File: src/rtl/expr_seq_pkg.sv
// Shared types, default widths and the result fold for the expression vector sequencer.
package expr_seq_pkg;

   localparam int unsigned AW_DEF = 30;
   localparam int unsigned YW_DEF = 90;
   localparam int unsigned SW     = 32;
   localparam int unsigned CW     = 4;
   localparam int unsigned IW     = 16;

   localparam logic [SW-1:0] SIG_SEED_DEF = 32'hFFFF_FFFF;
   localparam logic [SW-1:0] SIG_POLY_DEF = 32'h04C1_1DB7;

   typedef enum logic [1:0] {S_IDLE, S_SETTLE, S_HOLD, S_DONE} state_t;

   // Reduce a 90-bit datapath result to one 32-bit MISR input word.
   function automatic logic [SW-1:0] sig_fold(input logic [YW_DEF-1:0] y);
      return y[31:0] ^ y[63:32] ^ {6'b0, y[89:64]};
   endfunction

endpackage

File: src/rtl/expr_seq_misr.sv
// 32-bit MISR: seed load at batch start, one shift/XOR step per captured result.
module expr_seq_misr
   import expr_seq_pkg::*;
#(
   parameter logic [SW-1:0] SEED = SIG_SEED_DEF,
   parameter logic [SW-1:0] POLY = SIG_POLY_DEF
) (
   input  logic          clk,
   input  logic          rst_n,
   input  logic          seed_load,
   input  logic          upd_en,
   input  logic [SW-1:0] din,
   output logic [SW-1:0] sig
);

   // Signature register; seed load wins over update.
   always_ff @(posedge clk or negedge rst_n) begin
      if (!rst_n) begin
         sig <= SEED;
      end else if (seed_load) begin
         sig <= SEED;
      end else if (upd_en) begin
         sig <= {sig[SW-2:0], 1'b0} ^ (sig[SW-1] ? POLY : '0) ^ din;
      end
   end

endmodule

File: src/rtl/expr_vector_sequencer.sv
// Drives operand vectors into an expression datapath, waits SETTLE cycles,
// captures y onto a valid/ready stream and folds it into a batch signature.
// Optional signature compare ports: define EXPR_SEQ_SIGCHK_EN.
module expr_vector_sequencer
   import expr_seq_pkg::*;
#(
   parameter int unsigned AW       = AW_DEF,
   parameter int unsigned YW       = YW_DEF,
   parameter int unsigned SETTLE   = 1,
   parameter logic [31:0] SIG_SEED = SIG_SEED_DEF,
   parameter logic [31:0] SIG_POLY = SIG_POLY_DEF
) (
   input  logic          clk,
   input  logic          rst_n,
   input  logic          in_valid,
   output logic          in_ready,
   input  logic [AW-1:0] in_a,
   input  logic [AW-1:0] in_b,
   input  logic          in_last,
   output logic [AW-1:0] op_a,
   output logic [AW-1:0] op_b,
   input  logic [YW-1:0] y_in,
   output logic          res_valid,
   input  logic          res_ready,
   output logic [YW-1:0] res_y,
   output logic [IW-1:0] res_idx,
   output logic          sig_valid,
   output logic [31:0]   sig
`ifdef EXPR_SEQ_SIGCHK_EN
   ,
   input  logic [31:0]   exp_sig,
   output logic          sig_match,
   output logic          sig_fail
`endif
);

   state_t          state, state_n;
   logic [CW-1:0]   cnt;
   logic            last_q;
   logic            batch_start;
   logic            accept_c, capture_c, release_c, finish_c;
   logic [SW-1:0]   fold_c;

   assign fold_c = sig_fold(y_in);

   // State register.
   always_ff @(posedge clk or negedge rst_n) begin
      if (!rst_n) state <= S_IDLE;
      else        state <= state_n;
   end

   // Next state and per-cycle event strobes.
   always_comb begin
      state_n   = state;
      accept_c  = 1'b0;
      capture_c = 1'b0;
      release_c = 1'b0;
      finish_c  = 1'b0;
      case (state)
         S_IDLE: begin
            if (in_valid) begin
               accept_c = 1'b1;
               state_n  = S_SETTLE;
            end
         end
         S_SETTLE: begin
            if (cnt == '0) begin
               capture_c = 1'b1;
               state_n   = S_HOLD;
            end
         end
         S_HOLD: begin
            if (res_valid && res_ready) begin
               release_c = 1'b1;
               state_n   = last_q ? S_DONE : S_IDLE;
            end
         end
         S_DONE: begin
            finish_c = 1'b1;
            state_n  = S_IDLE;
         end
         default: state_n = S_IDLE;
      endcase
   end

   // Operand, result, index and handshake registers.
   always_ff @(posedge clk or negedge rst_n) begin
      if (!rst_n) begin
         in_ready    <= 1'b1;
         sig_valid   <= 1'b0;
         op_a        <= '0;
         op_b        <= '0;
         last_q      <= 1'b0;
         cnt         <= '0;
         batch_start <= 1'b1;
         res_valid   <= 1'b0;
         res_y       <= '0;
         res_idx     <= '0;
      end else begin
         in_ready  <= (state_n == S_IDLE);
         sig_valid <= (state_n == S_DONE);
         if (accept_c) begin
            op_a   <= in_a;
            op_b   <= in_b;
            last_q <= in_last;
            cnt    <= CW'(SETTLE - 1);
            if (batch_start) begin
               res_idx     <= '0;
               batch_start <= 1'b0;
            end
         end else if (state == S_SETTLE) begin
            cnt <= cnt - CW'(1);
         end
         if (capture_c) begin
            res_y     <= y_in;
            res_valid <= 1'b1;
         end
         if (release_c) begin
            res_valid <= 1'b0;
            res_idx   <= res_idx + IW'(1);
         end
         if (finish_c) batch_start <= 1'b1;
      end
   end

   // Batch signature: reseeded at the first vector of each batch.
   expr_seq_misr #(
      .SEED (SIG_SEED),
      .POLY (SIG_POLY)
   ) u_misr (
      .clk       (clk),
      .rst_n     (rst_n),
      .seed_load (accept_c & batch_start),
      .upd_en    (capture_c),
      .din       (fold_c),
      .sig       (sig)
   );

`ifdef EXPR_SEQ_SIGCHK_EN
   // Sticky compare flags, cleared when the next batch starts.
   always_ff @(posedge clk or negedge rst_n) begin
      if (!rst_n) begin
         sig_match <= 1'b0;
         sig_fail  <= 1'b0;
      end else if (finish_c) begin
         sig_match <= (sig == exp_sig);
         sig_fail  <= (sig != exp_sig);
      end else if (accept_c && batch_start) begin
         sig_match <= 1'b0;
         sig_fail  <= 1'b0;
      end
   end
`endif

endmodule

File: config.mk
export PLATFORM = sky130hd
export DESIGN_NAME = expr_vector_sequencer
export DESIGN_NICKNAME = d
export VERILOG_FILES = /design/src/rtl/expr_seq_pkg.sv /design/src/rtl/expr_seq_misr.sv /design/src/rtl/expr_vector_sequencer.sv
export SDC_FILE = /design/constraint.sdc
export NUM_CORES = 1
export LEC_CHECK = 0
export CAP_MARGIN = 5
export CORE_AREA = 2 2 136 138
export CTS_CLUSTER_DIAMETER = 40
export DETAILED_ROUTE_END_ITERATION = 8
export DIE_AREA = 0 0 138 140
export DONT_BUFFER_PORTS = 1
export HOLD_SLACK_MARGIN = 0.05
export PLACE_DENSITY = 0.73
export SLEW_MARGIN = 30
export SYNTH_ARGS = -nofsm -noshare
export SYNTH_HDL_FRONTEND = slang
export SYNTH_SLANG_ARGS = --single-unit
File: constraint.sdc
create_clock -name clk -period 2.06 [get_ports clk]
set_input_delay 0.206 -clock clk [delete_from_list [all_inputs] [get_ports clk]]
set_output_delay 0.206 -clock clk [all_outputs]
set_load 0.05 [all_outputs]
[Word-level counts from Yosys, hierarchy flattened]
Cells that the tools add are included.
Operators by class
  add/subtract/negate cells: 2
  equality and inequality tests: 4
  mux-type cells: 24
  bitwise gates (word level): 5
  reductions and logical operators: 11
Operators by type and width (number)
  $xor 32x32->32: 3
  $mux 32: 2
  $mux 16: 3
  $xor 32x26->32: 1
  $mux 27: 1
  $add 16x1->16 const B: 1
  $reduce_bool 2->1: 6
  $mux 1: 11
  $mux 2: 4
  $mux 4: 2
  $pmux 2 s4: 1
  $eq 2x2->1 const B: 3
  $logic_not 2->1: 2
  $logic_not 4->1: 1
  $sub 4x1->4 const B: 1
  $eq 2x1->1 const B: 1
  $reduce_and 2->1: 1
  $and 1x1->1: 1
  $logic_and 1x1->1: 1
Storage, ports and cells
  register bits: 209
  input port bits: 155
  output and inout port bits: 201

[Depth between registers and ports, before layout]
  depth after elaboration: 5
  mapped depth: 7
  gate-level depth less buffers: 5

[Hierarchy]
A second synthesis with hierarchy kept.
Second synthesis, totals
  cell total of the unflattened synthesis: 965
  area, all modules: 9394.0 µm²
Modules (own cells, without submodules)
  expr_vector_sequencer: instances 1, cells an instance 826, area each 7516.0 µm², seq. area each 4431.8 µm²
  expr_seq_misr: instances 1, cells an instance 139, area each 1878.1 µm², seq. area each 840.8 µm²

[Least setup slack after synthesis]
Ideal clock, no wire load.
  path type: reg2reg
  start: register res_idx[0]
  end: register res_idx[8]
  arrival: 1569 ps
  required time: 1912 ps
  path slack: 342 ps
  stages on the path, launching flop included: 6
  clock period less this slack: 1718 ps
  cell sequence: dfrtp_1 > ha_1 > nand3_1 > nor3_2 > nand3_1 > mux2i_1
Between the ends
  cells in the longest elaborated chain, start to end: 2
RTL lines
  start: declaration: line expr_vector_sequencer.sv:26  | output logic [IW-1:0] res_idx,
  start signal: assignment: line expr_vector_sequencer.sv:120  | res_idx <= res_idx + IW'(1);
  $add 16x1->16: line expr_vector_sequencer.sv:120
  $mux 16: line expr_vector_sequencer.sv:118  | if (release_c) begin
Every way passes these cells.
A chain may end at the register's enable or synchronous reset.

[Final worst setup path]
  start: register state[1]
  end: register res_idx[5]
Between the ends
  cells in the longest elaborated chain, start to end: 4
  elaborated cells on any way between the ends: 8
  those cells by class: 1 x eq/ne; 3 x mux; 4 x reduce/logical
RTL lines
  start: declaration: line expr_vector_sequencer.sv:37  | state_t state, state_n;
  start signal: assignment: line expr_vector_sequencer.sv:49  | else state <= state_n;
  $eq 2x2->1 or $logic_not 2->1 (tied branches): line expr_vector_sequencer.sv:59  | case (state)
  $mux 1: line expr_vector_sequencer.sv:59
  $reduce_bool 2->1 (no line)
  $reduce_and 2->1 (no line)
Parallel ways exist; a longest one is shown, timed or not.

==> impl_metrics.env <==
export IMPL_outcome="finished with violations"
export IMPL_violations="hold timing"
export IMPL_placed_area_sq_mm=0.00968
export IMPL_vias_post_dr=6558
export IMPL_post_synth_instance_area_sq_mm=0.00942
export IMPL_netlist_instances=790
export IMPL_clock_root_buffer="clkbuf_16"
export IMPL_drt_initial_drc_count=238
export IMPL_die_wd_um=138
export IMPL_timing_critical_path_max_delay_family="flip-flops"
export IMPL_final_hold_viol_count=209
export IMPL_path_clk_slew_ns=0.06
export IMPL_drt_wl_total_um=24500
export IMPL_hold_path_class="primary input to asynchronous set/reset pin"
export IMPL_tritoncts_num_sinks=209
export IMPL_dp_hpwl_um=14500
export IMPL_drive_gt1_share_pct=21.4
export IMPL_first_global_vias=7213
export IMPL_critical_path_top_cell_by_count="o21ai_0"
export IMPL_synth_edff_count=0
export IMPL_design_core_area_sq_mm=0.0178
export IMPL_timing_slew_headroom_pct=63.2
export IMPL_postCtsSetupRepairBufs=0
export IMPL_required_ns=2.44
export IMPL_rsz0062_at_grt="false"
export IMPL_yosysWarnings=0
export IMPL_critical_path_startpoint_type="flip-flop"
export IMPL_synth_async_sr_flop_share_pct=100
export IMPL_floorplan_die_height_um=140
export IMPL_layout_cells_most_common="nand2_1"
export IMPL_mostFrequentLayoutCells="236 x nand2_1, 175 x dfrtp_1, 153 x dlygate4sd3_1"
export IMPL_crit_path_end_kind="flip-flop"
export IMPL_grt_first_pass_wirelength_um=39400
export IMPL_yosys_most_used_dff="dfrtp_1"
export IMPL_post_route_drc_count=0
export IMPL_grt_max_degree=210
export IMPL_crit_chain="nor3b_2, buf_4, a21oi_2, o21ai_0, o21ai_0"
export IMPL_drt_antenna_violating_nets=0
export IMPL_worst_clock_skew_ns=0.0183
export IMPL_final_net_count=1118
export IMPL_clock_insertion_delay_worst_skew_ns=0.52
export IMPL_row_count=49
export IMPL_layout_filler_cells=1172
export IMPL_initial_core_util_pct=53.0
export IMPL_slowest_cell_on_crit_path="dfrtp_1"
export IMPL_synth_top_cell_by_area="dfrtp_1"
export IMPL_die_area_sq_mm=0.0193
export IMPL_slew_violations=0
export IMPL_timing_final_setup_violations=0
export IMPL_critical_path_arrival_ns=2.08
export IMPL_io_pin_count=356
export IMPL_worst_path_largest_cell_delay_ns=0.47
export IMPL_tritoncts_num_buffers=29
export IMPL_layout_cell_area_non_filler_sq_mm=0.0123
export IMPL_worstPathBufferInverterCount=1
export IMPL_tightest_slew_ns=0.552
export IMPL_post_drt_via_cell_ratio=5.42
export IMPL_critical_path_class="flip-flop to flip-flop"
export IMPL_drv_max_cap_violation_count=0
export IMPL_areaGrowthSynthToFinish_pct=30.4
export IMPL_cts_htree_levels=1
export IMPL_dr_pass1_iters=5
export IMPL_hold_buffers_post_cts=153
export IMPL_fmaxAchievable_ghz=0.586
export IMPL_seq_area_frac_synth_pct=56.0
export IMPL_period_needed_ns=1.71
export IMPL_clock_tree_from_tritoncts="built"
export IMPL_yosysTopAreaCellShare_pct=46.5
export IMPL_synth_area_leaders="dfrtp_1 47%, mux2_4 12%, dfstp_2 9.5%, nand2_1 9.4%, xnor2_1 9.1%"
export IMPL_finalHoldWorstSlack_ns=-0.615
export IMPL_grt_antenna_before_repair=0
export IMPL_grt_usage_pct=25.0
export IMPL_grt_overflow_total=0
export IMPL_gpl_final_weighted_congestion=0.756
export IMPL_cts_resized=0
export IMPL_port_buffers=0
export IMPL_cp_max_fo=26
export IMPL_synth_nets=948
export IMPL_synth_ff_latch_count=209
export IMPL_antenna_cells_inserted=0
export IMPL_ctsLongestPathBuffers=3
export IMPL_routed_wl_per_cell_um=20.2
export IMPL_finalCritPeriodShare_pct=82.8
export IMPL_synthDistinctLibCells=39
export IMPL_final_setup_tns_ns=0
export IMPL_syn_mean_instance_area_sq_um=11.9
logic make-up (layout without fill, tap and decap cells):
| group | Yosys count | count (layout) | share of synthesized area [%] |
|---|---|---|---|
| AO/OA/AOI/OAI | 58 | 58 | 4.16 |
| adder cells (fa/ha/maj) | 3 | 3 | 0.399 |
| AND/OR/NAND/NOR | 274 | 274 | 12.0 |
| flip-flops | 209 | 209 | 56.0 |
| XOR/XNOR | 104 | 104 | 9.67 |
| buffers and inverters | 44 | 236 | 3.24 |
| multiplexers | 98 | 98 | 14.6 |
worst paths after layout:
kind,end,startpoint,slack (ns),cells after the start
setup / recovery,res_idx[5]$_DFFE_PN0P_,state[1]$_DFF_PN0_,0.35,5
setup reg to reg,res_idx[5]$_DFFE_PN0P_,state[1]$_DFF_PN0_,0.35,5
max in group asynchronous,u_misr.sig[28]$_DFFE_PN1P_,rst_n,2.40,0
hold reg to reg,cnt[3]$_DFFE_PN0P_,cnt[3]$_DFFE_PN0P_,0.50,1
hold / removal,op_a[29]$_DFFE_PN0P_,rst_n,-0.62,0
min in group clk,u_misr.sig[2]$_DFFE_PN1P_,y_in[66],0.05,3
per-stage QoR:
stage / setup slack (ns) / util, % / cells
after detailed placement: 0.387 / 54.5 / 1005
after CTS: 0.329 / 69.1 / 1211
after floorplan: 0.342 / - / 790
final: 0.354 / 69.1 / 1211
after global placement: 0.402 / 54.5 / 1005
after global routing: 0.131 / 69.1 / 1211
layer usage:
metal	vias to the layer above	part of all wire, %	global-route usage, %
li1	2960	-	-
met1	3226	36	28.9
met2	307	53	44.8
met3	65	7.2	6.43
met4	0	3.7	9.51
met5	-	0	0
flip-flops by register name, summed over array words and instances (netlist names):
name / count
res_y: 90
u_misr.sig: 32
op_a: 30
op_b: 30
res_idx: 16
cnt: 4
state: 2
batch_start: 1
in_ready: 1
last_q: 1
res_valid: 1
sig_valid: 1
synthesized netlist by cell type (2+ instances only):
master,count
buf_2,16
xnor2_1,98
buf_6,15
clkbuf_1,7
dfstp_2,34
o21ai_0,15
ha_1,3
nand3_1,9
nand4_1,2
and3_1,3
mux2_2,16
and2_1,4
nand2b_1,2
a31oi_1,5
dfrtp_1,175
buf_4,2
a21oi_1,2
mux2i_1,8
o211ai_1,32
mux2_4,74
inv_1,4
and4_1,2
xor2_1,6
nor2_1,5
nand2_1,237
cell type report:
cell class	instances	area [sq um]	share of cell area, %
flip-flops and latches	209	5270	42.9
multi-input cells	537	3850	31.4
repair buffers	179	1790	14.6
clock buffers	32	757	6.16
clock inverters	21	309	2.52
well taps	229	287	2.33
inverters	4	15.0	0.122
Power is left out: the tool's default activity adds up to more than one toggle a clock period on the data nets, which glitch-free logic cannot reach.
